[config.mk]
export PLATFORM = sky130hd
export DESIGN_NAME = line_buffer_ctrl
export DESIGN_NICKNAME = d
export VERILOG_FILES = /design/src/rtl/line_buffer_ctrl.sv
export SDC_FILE = /design/constraint.sdc
export NUM_CORES = 1
export LEC_CHECK = 0
export ABC_AREA = 1
export BUFFER_PORTS_ARGS = -buffer_cell sky130_fd_sc_hd__buf_2
export CAP_MARGIN = 20
export CORE_MARGIN = 4
export CORE_UTILIZATION = 37
export CTS_CLUSTER_SIZE = 16
export DETAILED_ROUTE_END_ITERATION = 8
export PLACE_DENSITY = 0.72
export SYNTH_ARGS = -nofsm -noshare
export SYNTH_HDL_FRONTEND = slang
export SYNTH_SLANG_ARGS = --single-unit
[constraint.sdc]
create_clock -name clk -period 1.7 [get_ports clk]
set_input_delay 0.34 -clock clk [delete_from_list [all_inputs] [get_ports clk]]
set_output_delay 0.34 -clock clk [all_outputs]
set_load 0.01 [all_outputs]
[src/rtl/line_buffer_ctrl.sv]
// Ping-pong controller for two sprite line-buffer SRAM banks (write bank / scanout bank).
// Optional per-pixel erase after scanout: define LINE_BUFFER_CTRL_ERASE_EN.
module line_buffer_ctrl #(
    parameter int unsigned   AW      = 9,
    parameter int unsigned   DW      = 8,
    parameter logic [DW-1:0] CLR_VAL = 8'hFF
) (
    input  logic          clk,
    input  logic          VIDEO_RST,
    input  logic          line_toggle,
    input  logic          wr_cen,
    input  logic          wr_load,
    input  logic [AW-1:0] wr_x,
    input  logic          wr_valid,
    input  logic [DW-1:0] wr_pix,
    input  logic          rd_cen,
    input  logic          rd_load,
    input  logic [AW-1:0] rd_start,
    input  logic          rd_up,
    output logic          bank_sel,
    output logic [AW-1:0] b0_addr,
    output logic [AW-1:0] b1_addr,
    output logic          b0_we,
    output logic          b1_we,
    output logic [DW-1:0] b0_wdata,
    output logic [DW-1:0] b1_wdata,
    input  logic [DW-1:0] b0_rdata,
    input  logic [DW-1:0] b1_rdata,
    output logic [DW-1:0] pix_out,
    output logic [1:0]    state
);

    typedef enum logic [1:0] {
        StIdle = 2'd0,
        StRun  = 2'd1
    } state_t;

    state_t        r_state;
    logic          r_bank_sel;
    logic [AW-1:0] r_wr_addr;
    logic [AW-1:0] r_rd_addr;
    logic          r_rd_pend;
    logic          r_rd_bank;
    logic [DW-1:0] r_rd_data;
    logic [DW-1:0] r_pix;

    logic          w_active;
    logic          w_sel;
    logic          w_wr_slot;
    logic          w_rd_slot;
    logic          w_opaque;
    logic          w_wr_we;
    logic          w_er_we;
    logic [AW-1:0] w_rd_bank_addr;
    logic [DW-1:0] w_rdata;

    // A toggle in this clk already counts: the swap takes effect before any write or load.
    assign w_active  = !VIDEO_RST && ((r_state == StRun) || line_toggle);
    assign w_sel     = r_bank_sel ^ line_toggle;
    assign w_wr_slot = w_active && wr_cen;
    assign w_rd_slot = w_active && rd_cen;
    assign w_opaque  = (wr_pix[2:0] != 3'b111);
    assign w_wr_we   = w_wr_slot && !wr_load && wr_valid && w_opaque;
    assign w_rdata   = r_rd_bank ? b1_rdata : b0_rdata;

`ifdef LINE_BUFFER_CTRL_ERASE_EN
    logic [AW-1:0] r_er_addr;

    always_ff @(posedge clk) begin
        if (VIDEO_RST) begin
            r_er_addr <= '0;
        end else if (w_rd_slot) begin
            r_er_addr <= r_rd_addr;
        end
    end

    // A swap between the read and its erase hands that bank to the writer, so the erase is dropped.
    assign w_er_we        = r_rd_pend && !line_toggle && !VIDEO_RST;
    assign w_rd_bank_addr = w_er_we ? r_er_addr : r_rd_addr;
`else
    assign w_er_we        = 1'b0;
    assign w_rd_bank_addr = r_rd_addr;
`endif

    always_ff @(posedge clk) begin
        if (VIDEO_RST) begin
            r_state    <= StIdle;
            r_bank_sel <= 1'b0;
        end else begin
            unique case (r_state)
                StIdle: begin
                    if (line_toggle) begin
                        r_state    <= StRun;
                        r_bank_sel <= ~r_bank_sel;
                    end
                end
                StRun: begin
                    if (line_toggle) begin
                        r_bank_sel <= ~r_bank_sel;
                    end
                end
                default: begin
                    r_state    <= StIdle;
                    r_bank_sel <= 1'b0;
                end
            endcase
        end
    end

    always_ff @(posedge clk) begin
        if (VIDEO_RST) begin
            r_wr_addr <= '0;
        end else if (w_wr_slot) begin
            if (wr_load) begin
                r_wr_addr <= wr_x;
            end else if (wr_valid) begin
                r_wr_addr <= r_wr_addr + 1'b1;
            end
        end
    end

    // The address held on a rd_cen clk is the one read; data lands one clk later in r_rd_data
    // and reaches pix_out on the following rd_cen.
    always_ff @(posedge clk) begin
        if (VIDEO_RST) begin
            r_rd_addr <= '0;
            r_rd_pend <= 1'b0;
            r_rd_bank <= 1'b0;
            r_rd_data <= CLR_VAL;
            r_pix     <= CLR_VAL;
        end else begin
            r_rd_pend <= w_rd_slot;
            if (w_rd_slot) begin
                r_rd_bank <= ~w_sel;
                r_pix     <= r_rd_data;
                if (rd_load) begin
                    r_rd_addr <= rd_start;
                end else if (rd_up) begin
                    r_rd_addr <= r_rd_addr + 1'b1;
                end else begin
                    r_rd_addr <= r_rd_addr - 1'b1;
                end
            end
            if (r_rd_pend) begin
                r_rd_data <= w_rdata;
            end
        end
    end

    assign bank_sel = r_bank_sel;
    assign state    = r_state;
    assign pix_out  = r_pix;

    assign b0_addr  = w_sel ? w_rd_bank_addr : r_wr_addr;
    assign b1_addr  = w_sel ? r_wr_addr : w_rd_bank_addr;
    assign b0_we    = w_sel ? w_er_we : w_wr_we;
    assign b1_we    = w_sel ? w_wr_we : w_er_we;
    assign b0_wdata = w_sel ? CLR_VAL : wr_pix;
    assign b1_wdata = w_sel ? wr_pix : CLR_VAL;

    rd_cen_spacing : assert property (@(posedge clk) disable iff (VIDEO_RST) rd_cen |=> !rd_cen);

endmodule

-- Word-level counts from Yosys, hierarchy flattened
Cells that the tools add are included.
- add/sub/neg operators: 3
- multiply operators: 0
- divide/modulo/power cells: 0
- order comparisons: 0
- equal/unequal tests: 3
- shift operators: 0
- muxes and demuxes: 13
- bitwise gates (word level): 5
- reduce and logical (&&, ||, !) cells: 15
- operator list (kind ; number):
    $mux 9 ; 6
    $mux 8 ; 3
    $add 9x1->9 const B ; 2
    $sub 9x1->9 const B ; 1
    $logic_and 1x1->1 ; 6
    $not 1->1 ; 4
    $pmux 2 s2 ; 1
    $reduce_and 2->1 ; 2
    $reduce_or 2->1 ; 2
    $ne 3x3->1 const B ; 1
    $eq 2x1->1 const B ; 1
    $logic_not 1->1 ; 2
    $logic_not 2->1 ; 1
    $mux 1 ; 2
    $mux 2 ; 1
    $ne 2x2->1 const B ; 1
    $reduce_bool 2->1 ; 1
    $logic_or 1x1->1 ; 1
    $xor 1x1->1 ; 1
- register bits after elaboration: 39
- bits in latches: 0
- bits in writable memories: 0
- ROM bits: 0
- input bits: 51
- output and inout bits: 47
- word-level logic and storage cells: 47
- memories kept: 0

-- Depth between registers and ports, before layout
- depth in word-level cells: 8
- mapped depth: 10
- gate-level depth less buffers: 10

-- Worst setup path after synthesis
Ideal clock, no wire load.
- path type: input-to-reg
- start: input rd_up
- end: register r_rd_addr[3]
- data arrival time: 1520 ps
- data required time: 1580 ps
- path slack: 60 ps
- stages on the path: 8
- buffers on the path: 0
- cell sequence: inv_1 ha_1 or2_2 nand2_1 xor2_1 nand2_1 o211ai_1 nand2_1
- longest elaborated chain between the ends: 2
- ends and longest elaborated chain (what ; RTL line ; text):
    from (decl) ; 19 ; input logic rd_up,
    $mux 9 ; 138 ; end else if (rd_up) begin
    $mux 9 ; 136 ; if (rd_load) begin
    to (signal assigned) ; 137 ; r_rd_addr <= rd_start;
    to (signal assigned) ; 139 ; r_rd_addr <= r_rd_addr + 1'b1;
    to (signal assigned) ; 141 ; r_rd_addr <= r_rd_addr - 1'b1;
    to (decl) ; 41 ; logic [AW-1:0] r_rd_addr;
No other way between the ends.
A chain may end at the register's enable or synchronous reset.

-- Worst setup path in the final report
- start: register r_bank_sel, in the netlist bank_sel
- end: output b0_addr[6]
- longest elaborated chain between the ends: 2
- ends and longest elaborated chain (what ; RTL line ; text):
    from (decl) ; 39 ; logic r_bank_sel;
    from (signal assigned) ; 94 ; r_bank_sel <= ~r_bank_sel;
    from (signal assigned) ; 99 ; r_bank_sel <= ~r_bank_sel;
    $xor 1x1->1 ; 59 ; assign w_sel = r_bank_sel ^ line_toggle;
    $mux 9 ; 154 ; assign b0_addr = w_sel ? w_rd_bank_addr : r_wr_addr;
    to (decl) ; 21 ; output logic [AW-1:0] b0_addr,
No other way between the ends.

==> results.tsv <==
stage	metric	value	unit
pwr	vdd_drop_max	0.4473	mV
pwr	intPower	0.001893	W
synthesis	syn_nets	459	
cts	cts_root_buf	clkbuf_8	
detailed_routing	wl	7539	µm
finish	fin_area	3488	µm²
floorplan	die_width	89.73	µm
setup_path	r2r_slack	0.17	ns
setup_path	required	1.36	ns
pwr	power.share.clock	0.361	
cts	clk_pin_slew	0.08	ns
placed_design	place.gp.congestion	0.8957	
cts	h-tree-depth	2	
synthesis	synth_top_family_by_area	simple AND/OR/NAND/NOR gates	
synthesis	synthArstFlopShare	0	
sta	skew	0.003126	ns
pwr	power_switching	0.0007641	W
grt	grt_pass1_wl	12550	µm
synthesis	yosys.area_share.simple	0.3028	
status	outcome	complete, but fails checks	
floorplan	die-area	8051	µm²
cts	hold_buffers	0	
grt	grt_pass1_vias	2799	
synthesis	ys_ff_latch	38	
synthesis	synth-xor-area-share	0.01063	
cts	cts_tree	yes	
finish	post-route-util	0.5432	
synthesis	yosysWarnings	0	
cts	cts_buffer_depth	2	
placed_design	placed_area	3137	µm²
synthesis	synth.top_cell.area_share	0.3078	
placed_design	dp_hpwl	5606	µm
pwr	p_leak	1.701	nW
synthesis	synthCells	399	
pwr	p_sw_frac	0.2876	
synthesis	synth_compound_area_frac	0.2025	
grt	antenna_found_initial	0	
finish	syn2layout_area_growth	41.16	%
detailed_routing	ant_nets	0	
detailed_routing	drc	0	
sta	fin_ws	-0.08987	ns
detailed_routing	post_drt_via_cell_ratio	4.922	
synthesis	yosys-mux-area-fraction	0	
detailed_routing	first_pass_iters	4	
status	violations	negative setup slack	
hold_path	hold_path.class	in -> reg	
sta	hold_slack	0.2845	ns
flow_run	maxCapViolations	0	
grt	grt_max_degree	25	
sta	finalSetupTns	-0.8592	ns
pwr	p_per_area	761.6	nW/µm²
floorplan	core	6422	µm²
cts	clock_latency	0.29	ns
synthesis	synth_top_area_cell	dfxtp_1	
synthesis	yosysMostFrequentCell	nand2_1	
setup_path	path_max_fanout	6	
placed_design	portBuffers	96	
sta	final_hold_viol_count	0	
sta	fin_crit	1.790	ns
sta	report.final.slew_viol_count	0	
finish	final_nets	571	
cts	cts.sinks	38	
placed_design	pre_cts_ws	-0.1972	ns
cts	numCtsBuffers	5	
sta	fmax	558.7	MHz
sta	setup_viol	24	
finish	diodes	0	
floorplan	die_h	89.73	µm
floorplan	io_pins	98	
finish	drive_gt1_frac	0.3281	
sta	rsz0062_at_grt	yes	
setup_path	start_kind	flop	
synthesis	yosysSeqAreaShare	0.3078	
synthesis	synth_cell_type_count	32	
pwr	pwr-share-seq	0.372	
sta	min_period_over_period	1.053	
detailed_routing	num_vias	2899	
synthesis	syn_area_per_cell	6.193	µm²
synthesis	ys.flop_type	dfxtp_1	
detailed_routing	drtIter0Drc	143	
synthesis	synth.area.top_cells	dfxtp_1, nand2_1, o21ai_0, inv_1, nor2_1	
synthesis	synthAdderAreaFrac	0.04861	
detailed_routing	routedWlPerCell	12.80	µm
grt	grt.total_usage	0.1809	
floorplan	initial_core_util	0.3848	
grt	grt-ovfl-total	0	
synthesis	synth_common_cells	nand2_1, o21ai_0, inv_1	
synthesis	synth.cell_area	2471	µm²
floorplan	rows	29	
synthesis	synth-edff-count	0	
setup_path	arrival	1.45	ns
pwr	power_frac_comb	0.267	
setup_path	critPathCaptureType	output pin	
setup_path	critPathKind	reg -> out	
[sequential cells by signal, indices dropped and copies added (netlist names)]
name and count:
r_rd_bank 1, bank_sel 1, r_wr_addr 9, r_rd_data 8
state 1, r_rd_addr 9, r_rd_pend 1, pix_out 8
[final timing paths]
path | start | endpoint | cells past startpoint
worst max-delay path | bank_sel | b0_addr[6] | 6
worst min-delay path | rd_start[4] | r_rd_addr[4] | 3
worst max register to register | r_rd_addr[5] | r_rd_addr[8] | 9
worst min register to register | r_rd_data[7] | pix_out[7] | 2
[layout by cell type, fill, tap and decap left out, types with 10 or more instances in the layout]
| cell type | instances |
|---|---|
| nand2_1 | 103 |
| buf_2 | 91 |
| inv_1 | 49 |
| nor2_1 | 40 |
| o21ai_0 | 37 |
| dfxtp_1 | 37 |
| a21oi_1 | 26 |
| buf_4 | 21 |
| nand3_1 | 17 |
| o21ai_1 | 11 |
| o21ai_2 | 10 |
[layer usage]
metal  track usage  part of all wire  up-vias
li1              -                 -     1488
met1        0.2247              0.46     1318
met2        0.3158              0.48       83
met3       0.03756             0.050       10
met4       0.05236             0.015        0
met5             0                 0        -
[through the flow]
| step | total power (W) | std cells |
|---|---|---|
| 6_report | 0.002657 | 589 |
| 5_1_grt | 0.002811 | 589 |
| 4_1_cts | 0.002599 | 585 |
| 3_5_place_dp | 0.001622 | 575 |
| 3_3_place_gp | 0.001609 | 575 |
| 2_1_floorplan | 0.001358 | 399 |
[timing repair]
| action | CTS | global route |
|---|---|---|
| gates cloned | 1 | 2 |
| buffers inserted | 1 | 2 |
| setup endpoints to repair | 27 | 39 |
| pin swaps | 1 | 3 |
| resized for setup | 17 | 33 |
[area by class of cell]
cell class                 instances  area (µm²)
fill                             644        2934
multi-input combinational        289        1483
timing repair buffer             123       790.8
sequential                        38       762.0
inverter                          54       214.0
tap                               77       96.34
clock buffer                       6       82.58
clock inverter                     2       60.06
[critical path, cell delays in order, from the launching register on]
cell	delay (ns)
dfxtp_2	0.33
or2_1	0.23
nand2_4	0.13
inv_6	0.06
clkbuf_16	0.16
o21ai_2	0.11
buf_2	0.14
[kinds of logic (layout without fill, tap and decap cells)]
family / count (synthesis) / count (layout)
adders and majority gates: 9 / 9
xor gates and xnor gates: 3 / 3
DFF: 38 / 38
other: 1 / 1
buffers and inverters: 72 / 185
and+or+nand+nor: 182 / 182
AOI/OAI and AO/OA: 94 / 94
[power by group through the flow]
| stage | Combinational (W) | Sequential (W) | Clock (W) |
|---|---|---|---|
| 3_3_place_gp | 0.000604 | 0.00100 | 0 |
| 6_report | 0.000710 | 0.000989 | 0.000959 |
| 3_5_place_dp | 0.000616 | 0.00101 | 0 |
| 4_1_cts | 0.000638 | 0.000985 | 0.000976 |
| 5_1_grt | 0.000798 | 0.000996 | 0.00102 |
| 2_1_floorplan | 0.000362 | 0.000996 | 0 |
Power figures use the tool's default switching activity.
